===== config.mk =====
export PLATFORM = sky130hd
export DESIGN_NAME = nand_serial_sched
export DESIGN_NICKNAME = d
export VERILOG_FILES = /design/src/rtl/nand_serial_sched.sv
export SDC_FILE = /design/constraint.sdc
export NUM_CORES = 1
export LEC_CHECK = 0
export CAP_MARGIN = 20
export CORE_ASPECT_RATIO = 0.9
export CORE_MARGIN = 4
export CORE_UTILIZATION = 50
export CTS_BUF_LIST = sky130_fd_sc_hd__clkbuf_4 sky130_fd_sc_hd__clkbuf_8
export DETAILED_ROUTE_END_ITERATION = 12
export DONT_BUFFER_PORTS = 1
export PLACE_DENSITY_LB_ADDON = 0.3
export RECOVER_POWER = 25
export SLEW_MARGIN = 20
export SYNTH_ARGS = -nofsm -noshare
export SYNTH_HDL_FRONTEND = slang
export SYNTH_SLANG_ARGS = --single-unit

===== constraint.sdc =====
create_clock -name clk -period 4.8 [get_ports clk]
set_clock_uncertainty 0.2 [all_clocks]
set_input_delay 1.2 -clock clk [delete_from_list [all_inputs] [get_ports clk]]
set_output_delay 1.2 -clock clk [all_outputs]
set_load 0.05 [all_outputs]

===== src/rtl/nand_serial_sched.sv =====
// Bit-serial NOT/NAND/AND/OR engine that drives one external 2-input NAND cell,
// sequencing the micro-steps for each bit and assembling the result LSB first.
module nand_serial_sched #(
    parameter int WIDTH = 8
) (
    input  logic             clk,
    input  logic             rst_n,
    input  logic             start,
    input  logic [1:0]       op,
    input  logic [WIDTH-1:0] a,
    input  logic [WIDTH-1:0] b,
    output logic             busy,
    output logic             done,
    output logic [WIDTH-1:0] result,
    output logic             nand_x,
    output logic             nand_y,
    input  logic             nand_z
);

    localparam int IW = (WIDTH > 1) ? $clog2(WIDTH) : 1;
    localparam logic [IW-1:0] LAST_IDX = IW'(WIDTH - 1);

    localparam logic [1:0] OP_NOT  = 2'b00;
    localparam logic [1:0] OP_NAND = 2'b01;
    localparam logic [1:0] OP_AND  = 2'b10;

    typedef enum logic {IDLE, RUN} state_t;

    state_t           state_q, state_d;
    logic [IW-1:0]    idx_q, idx_d;
    logic [1:0]       step_q, step_d;
    logic             t0_q, t0_d;
    logic             t1_q, t1_d;
    logic             done_q, done_d;
    logic [WIDTH-1:0] result_q, result_d;
    logic [WIDTH-1:0] a_q, a_d;
    logic [WIDTH-1:0] b_q, b_d;
    logic [1:0]       op_q, op_d;
    logic [WIDTH-1:0] acc_q, acc_d;

    logic             a_bit, b_bit;
    logic             last_step;

    assign a_bit = a_q[idx_q];
    assign b_bit = b_q[idx_q];

    // Gate-input selection is kept apart from next-state logic so the path
    // through the external NAND cell never forms a loop inside one process.
    always_comb begin
        nand_x    = 1'b0;
        nand_y    = 1'b0;
        last_step = 1'b0;
        if (state_q == RUN) begin
            case (op_q)
                OP_NOT: begin
                    nand_x    = a_bit;
                    nand_y    = a_bit;
                    last_step = 1'b1;
                end
                OP_NAND: begin
                    nand_x    = a_bit;
                    nand_y    = b_bit;
                    last_step = 1'b1;
                end
                OP_AND: begin
                    if (step_q == 2'd0) begin
                        nand_x = a_bit;
                        nand_y = b_bit;
                    end else begin
                        nand_x    = t0_q;
                        nand_y    = t0_q;
                        last_step = 1'b1;
                    end
                end
                default: begin
                    case (step_q)
                        2'd0: begin
                            nand_x = a_bit;
                            nand_y = a_bit;
                        end
                        2'd1: begin
                            nand_x = b_bit;
                            nand_y = b_bit;
                        end
                        default: begin
                            nand_x    = t0_q;
                            nand_y    = t1_q;
                            last_step = 1'b1;
                        end
                    endcase
                end
            endcase
        end
    end

    always_comb begin
        state_d  = state_q;
        idx_d    = idx_q;
        step_d   = step_q;
        t0_d     = t0_q;
        t1_d     = t1_q;
        done_d   = 1'b0;
        result_d = result_q;
        a_d      = a_q;
        b_d      = b_q;
        op_d     = op_q;
        acc_d    = acc_q;
        if (state_q == IDLE) begin
            if (start) begin
                a_d     = a;
                b_d     = b;
                op_d    = op;
                idx_d   = '0;
                step_d  = 2'd0;
                state_d = RUN;
            end
        end else if (last_step) begin
            acc_d[idx_q] = nand_z;
            step_d       = 2'd0;
            if (idx_q == LAST_IDX) begin
                result_d = acc_d;
                done_d   = 1'b1;
                state_d  = IDLE;
            end else begin
                idx_d = idx_q + IW'(1);
            end
        end else begin
            if (step_q == 2'd0) begin
                t0_d = nand_z;
            end else begin
                t1_d = nand_z;
            end
            step_d = step_q + 2'd1;
        end
    end

    always_ff @(posedge clk or negedge rst_n) begin
        if (!rst_n) begin
            state_q  <= IDLE;
            idx_q    <= '0;
            step_q   <= 2'd0;
            t0_q     <= 1'b0;
            t1_q     <= 1'b0;
            done_q   <= 1'b0;
            result_q <= '0;
        end else begin
            state_q  <= state_d;
            idx_q    <= idx_d;
            step_q   <= step_d;
            t0_q     <= t0_d;
            t1_q     <= t1_d;
            done_q   <= done_d;
            result_q <= result_d;
        end
    end

    // Operand latches and the accumulator are fully rewritten per operation.
    always_ff @(posedge clk) begin
        a_q   <= a_d;
        b_q   <= b_d;
        op_q  <= op_d;
        acc_q <= acc_d;
    end

    assign busy   = (state_q == RUN);
    assign done   = done_q;
    assign result = result_q;

endmodule


-- Word-level counts from Yosys, hierarchy flattened
Index checks and enable logic that the tools add are counted.
- bits in registers: 43
- bits in latches: 0
- memory bits (writable): 0
- ROM bits: 0
- input bits: 22
- output and inout bits: 12
- memories kept: 0
- add/subtract/negate cells: 2
- multiply operators: 0
- divide/modulo/power cells: 0
- $lt $le $gt $ge: 2
- eq/ne operators: 6
- shift-type cells: 0
- mux-type cells: 33
- bitwise operators: 3
- reduce and logical (&&, ||, !) cells: 12
- operators by type and width (cell ; count):
    $mux 1 ; 17
    $mux 3 ; 4
    $reduce_and 3->1 ; 4
    $bwmux 8 ; 1
    $pmux 1 s2 ; 4
    $bmux 1 s3 ; 2
    $mux 2 ; 3
    $eq 2x1->1 const B ; 2
    $logic_not 2->1 ; 2
    $lt 3x4->1 const B ; 1
    $reduce_and 2->1 ; 2
    $reduce_or 2->1 ; 2
    $add 3x1->3 const B ; 1
    $demux 1 s3 ; 1
    $eq 3x3->1 const B ; 1
    $ge 3x1->1 const B ; 1
    $not 1->1 ; 3
    $pmux 1 s3 ; 1
    $add 2x1->2 const B ; 1
    $eq 2x2->1 const B ; 1
    $ne 2x1->1 const B ; 1
    $ne 2x2->1 const B ; 1
    $reduce_bool 2->1 ; 1
    $logic_and 1x1->1 ; 1

-- Depth between registers and ports, before layout
- depth in word-level cells: 7
- depth in mapped cells: 8
- gate-level depth less buffers: 7

-- Least setup slack after synthesis
Ideal clock, no wire load.
- path kind: register -> output
- start point: register idx_q[1]
- end point: output nand_y
- arrival: 2411 ps
- slack: 989 ps
- stages on the path, launching flop included: 6
- cells stage by stage: dfrtp_1 > clkbuf_1 > mux4_2 > nand2_1 > a211oi_1 > nor3_1
- word-level cells in the longest chain between the ends: 5
- RTL lines (item ; line ; text):
    from (decl) ; 30 ; logic [IW-1:0] idx_q, idx_d;
    from (signal assigned) ; 148 ; idx_q <= idx_d;
    $bmux 1 s3 (on tied branches) ; 45, 44 ;
    $mux 1 (on tied branches) ; 45, 44 ;
    $pmux 1 s2 or $mux 1 (tied branches) ; 76, 66 ;
    $pmux 1 s3 * ; 54 ; case (op_q)
    $mux 1 * ; 53 ; if (state_q == RUN) begin
    to (decl) ; 16 ; output logic nand_y,
Every way passes the cells marked *; elsewhere a longest branch is shown, timed or not. The select of a mux whose other input is x is not followed.

-- Worst setup path after layout
- start point: register idx_q[0]
- end point: output nand_x
- word-level cells in the longest chain between the ends: 5
- RTL lines (item ; line ; text):
    $bmux 1 s3 (on tied branches) ; 45, 44 ;
    $mux 1 (on tied branches) ; 45, 44 ;
    $pmux 1 s2 or $mux 1 (tied branches) ; 76, 66 ;
    $pmux 1 s2 * ; 54 ;
    $mux 1 * ; 53 ;
    to (decl) ; 15 ; output logic nand_x,
Marks and branches as above.

==> results.yml <==
run_status:
  outcome: "complete, no violations"
logic_synthesis:
  ys_ff_latch: 43
  syn_inst: 145
  ys_seq_area_share_pct: 62.3
  synth_nets: 171
  synth_top_family_by_area: "multiplexers"
  synthSimpleGateAreaFrac_pct: 9.44
  synthAdderAreaFrac_pct: 2.59
  synth_compound_area_share_pct: 7.43
  avgSynthCellArea_um2: 13.3
  ys_warn_count: 0
  syn-cell-area_um2: 1940
  synth.area.mux_share_pct: 14.6
  yosysUniqueCellTypes: 35
  synth-xor-area-share_pct: 0
route:
  drtIter0Drc: 47
  routed_wl_um: 3220
  wire_per_inst_um: 16.7
  vias: 1112
  via_per_inst: 5.76
  drt_first_pass_iters: 4
  ant_nets: 0
  drcViolationCount: 0
power_and_ir_drop:
  p_total_mw: 1.57
  power_density_nw_per_um2: 747
  peakVddDrop_v: 0.000486
  p_leak_nw: 0.798
die:
  die_w_um: 73.6
  die_area_um2: 4930
  core_area_um2: 3730
  rows: 21
  initial_core_util_pct: 51.9
  die_h_um: 67.0
  ios: 34
timing:
  fin_setup_tns_ns: 0
  min_period_ns: 4.10
  relSlewSlack_pct: 44.2
  slew_viol_final: 0
  fmax_ghz: 0.244
  timing_hold_violations_final: 0
  fin_crit_sh_pct: 85.5
  hold-worst-slack_ns: 0.323
  worstMarginPinSlew_ns: 0.832
  setup_slack_ns: 0.698
  rsz0062_at_grt: "no"
  setup_viol: 0
setup_path:
  endpoint: "nand_x"
  critical_path_class: "reg2out"
  r2r-end: "result[3]"
  path_depth: 6
  worst-endpoint-arrival_ns: 2.70
  worstSetupStartpointType: "register"
  cp_cell_sequence: "mux2_2 -> a222oi_1 -> a21boi_1 -> o21ai_0 -> a21oi_1 -> buf_4"
  crit_family: "compound AO/OA/AOI/OAI gates"
  crit_buf_inv: 1
  cpPeakStageDelay_ns: 0.79
  crit_required_ns: 3.40
  end_kind: "output port"
  timing.rr.start: "step_q[0]"
  setup.worst_path.start: "idx_q[0]"
  path_max_fanout: 20
  r2r_cells: 7
  r2r_slack_ns: 2.32
  critPathSlowestCell: "dfrtp_1"
global_routing:
  grt_pass1_wl_um: 5570
  grt_pass1_vias: 1151
  grt_overflow: 0
  antenna_found_initial: 0
  grt_max_degree: 21
  grt_usage_pct: 15.3
clock_tree:
  cts_tree: "done"
  cts_buffer_depth: 2
  cts_resized: 0
  postCtsSetupRepairBufs: 0
  cts-hold-fix-buffers: 0
  cts_made_buffers: 5
  clk_pin_slew_worst_paths_ns: 0.08
  htreeDepth: 2
  clockRootBuffer: "clkbuf_8"
  clkSinkCount: 43
  clock_latency_ns: 0.29
placement:
  pre_cts_ws_ns: 1.00
  portBuffers: 0
  gp_congestion: 0.839
  dp_hpwl_um: 2330
cells_and_area:
  final.fill_count: 321
  multi_input_area_um2: 664
  syn2layout_area_growth_pct: 8.79
  antenna_cells: 0
  nets: 172
  seqCellArea_um2: 1210
  layout-drive-gt1-share_pct: 23.1
min_path:
  hp-class: "reg2reg"
job:
  cap_violations: 0
## cell usage in the layout, fill, tap and decap left out, drive strengths merged
cell / synthesis / final
a32oi: 1 / 1
dfrtp: 17 / 17
nand2b: 3 / 3
o311ai: 1 / 1
o21ai: 9 / 9
clkbuf: 4 / 5
clkinvlp: 0 / 1
nand2: 15 / 15
nor3b: 1 / 1
ha: 4 / 4
and2: 1 / 1
a21o: 1 / 1
a222oi: 1 / 1
nand3: 4 / 4
edfxtp: 26 / 26
a21oi: 1 / 1
buf: 4 / 2
a21boi: 2 / 2
nor2: 5 / 5
mux2: 21 / 21
mux2i: 2 / 2
a31oi: 1 / 1
nand3b: 1 / 1
nor3: 2 / 2
nor2b: 4 / 4
o221ai: 1 / 1
inv: 7 / 7
mux4: 1 / 1
a211oi: 2 / 2
nand4: 2 / 2
o41ai: 1 / 1
bufinv: 0 / 2
## cells by family (layout without fill, tap and decap cells)
kind of cell | Yosys count | count (layout)
adder cells (fa/ha/maj) | 4 | 4
AND/OR/NAND/NOR | 38 | 38
multiplexers | 24 | 24
flip-flops | 43 | 43
AO/OA/AOI/OAI | 21 | 21
buffers and inverters | 15 | 17
## tightest hold or removal path, cell delays in order (launching register included)
cell and delay [ns]:
dfrtp_1 0.36, nand2_1 0.05, o21ai_0 0.08
## state kept, by name (all words and copies together) (netlist names)
name,count
step_q,2
a_q,8
acc_q,8
b_q,8
idx_q,3
result,8
op_q,2
t1_q,1
busy,1
t0_q,1
done,1
## layer usage
layer  GRT usage, %  vias to the layer above  share of wire (%)
met5              0                        -                  0
met4           5.88                        0                1.2
met3           5.43                        6                5.9
met2           23.2                       32                 48
met1           19.8                      546                 45
li1               -                      528                  -
## cell usage after synthesis, drive strengths merged
library cell / number / area [um^2]
a211oi: 2 / 20.0
a21boi: 2 / 15.0
a21o: 1 / 7.51
a21oi: 1 / 5.00
a222oi: 1 / 10.0
a31oi: 1 / 6.26
a32oi: 1 / 8.76
and2: 1 / 6.26
buf: 4 / 28.8
clkbuf: 4 / 15.0
dfrtp: 17 / 425
edfxtp: 26 / 781
ha: 4 / 50.1
inv: 7 / 26.3
mux2: 21 / 240
mux2i: 2 / 20.0
mux4: 1 / 22.5
nand2: 15 / 56.3
nand2b: 3 / 18.8
nand3: 4 / 20.0
nand3b: 1 / 7.51
nand4: 2 / 12.5
nor2: 5 / 18.8
nor2b: 4 / 25.0
nor3: 2 / 10.0
nor3b: 1 / 7.51
o21ai: 9 / 45.0
o221ai: 1 / 8.76
o311ai: 1 / 8.76
o41ai: 1 / 8.76
## layout make-up
| type | count | area share, % |
|---|---|---|
| Inverter | 7 | 1.25 |
| Tap cell | 46 | 2.73 |
| Multi-Input combinational cell | 87 | 31.6 |
| Timing Repair Buffer | 2 | 0.713 |
| Sequential cell | 43 | 57.3 |
| Clock buffer | 5 | 3.27 |
| Clock inverter | 3 | 3.21 |
## worst min-delay path by stage
stage	start	end	slack [ns]	cells past startpoint
3_3_place_gp	step_q[1]	step_q[1]	0.27	2
3_5_place_dp	step_q[1]	step_q[1]	0.31	2
6_report	step_q[1]	step_q[1]	0.32	2
5_1_grt	t1_q	t1_q	0.35	2
4_1_cts	step_q[1]	step_q[1]	0.33	2
2_1_floorplan	step_q[1]	step_q[1]	0.25	2
## power breakdown
group	internal, mW	switching (mW)	total [mW]
Combinational	0.215	0.260	0.475
Clock	0.207	0.121	0.329
Sequential	0.532	0.238	0.770
## through the flow
stage | util [%] | instance area [um^2] | std cells
after floorplan | - | 1940 | 145
after global placement | 52.8 | 1970 | 185
after detailed placement | 52.8 | 1970 | 185
after CTS | 56.4 | 2110 | 193
after global routing | 56.4 | 2110 | 193
final | 56.4 | 2110 | 193
Power figures use the tool's default switching activity.
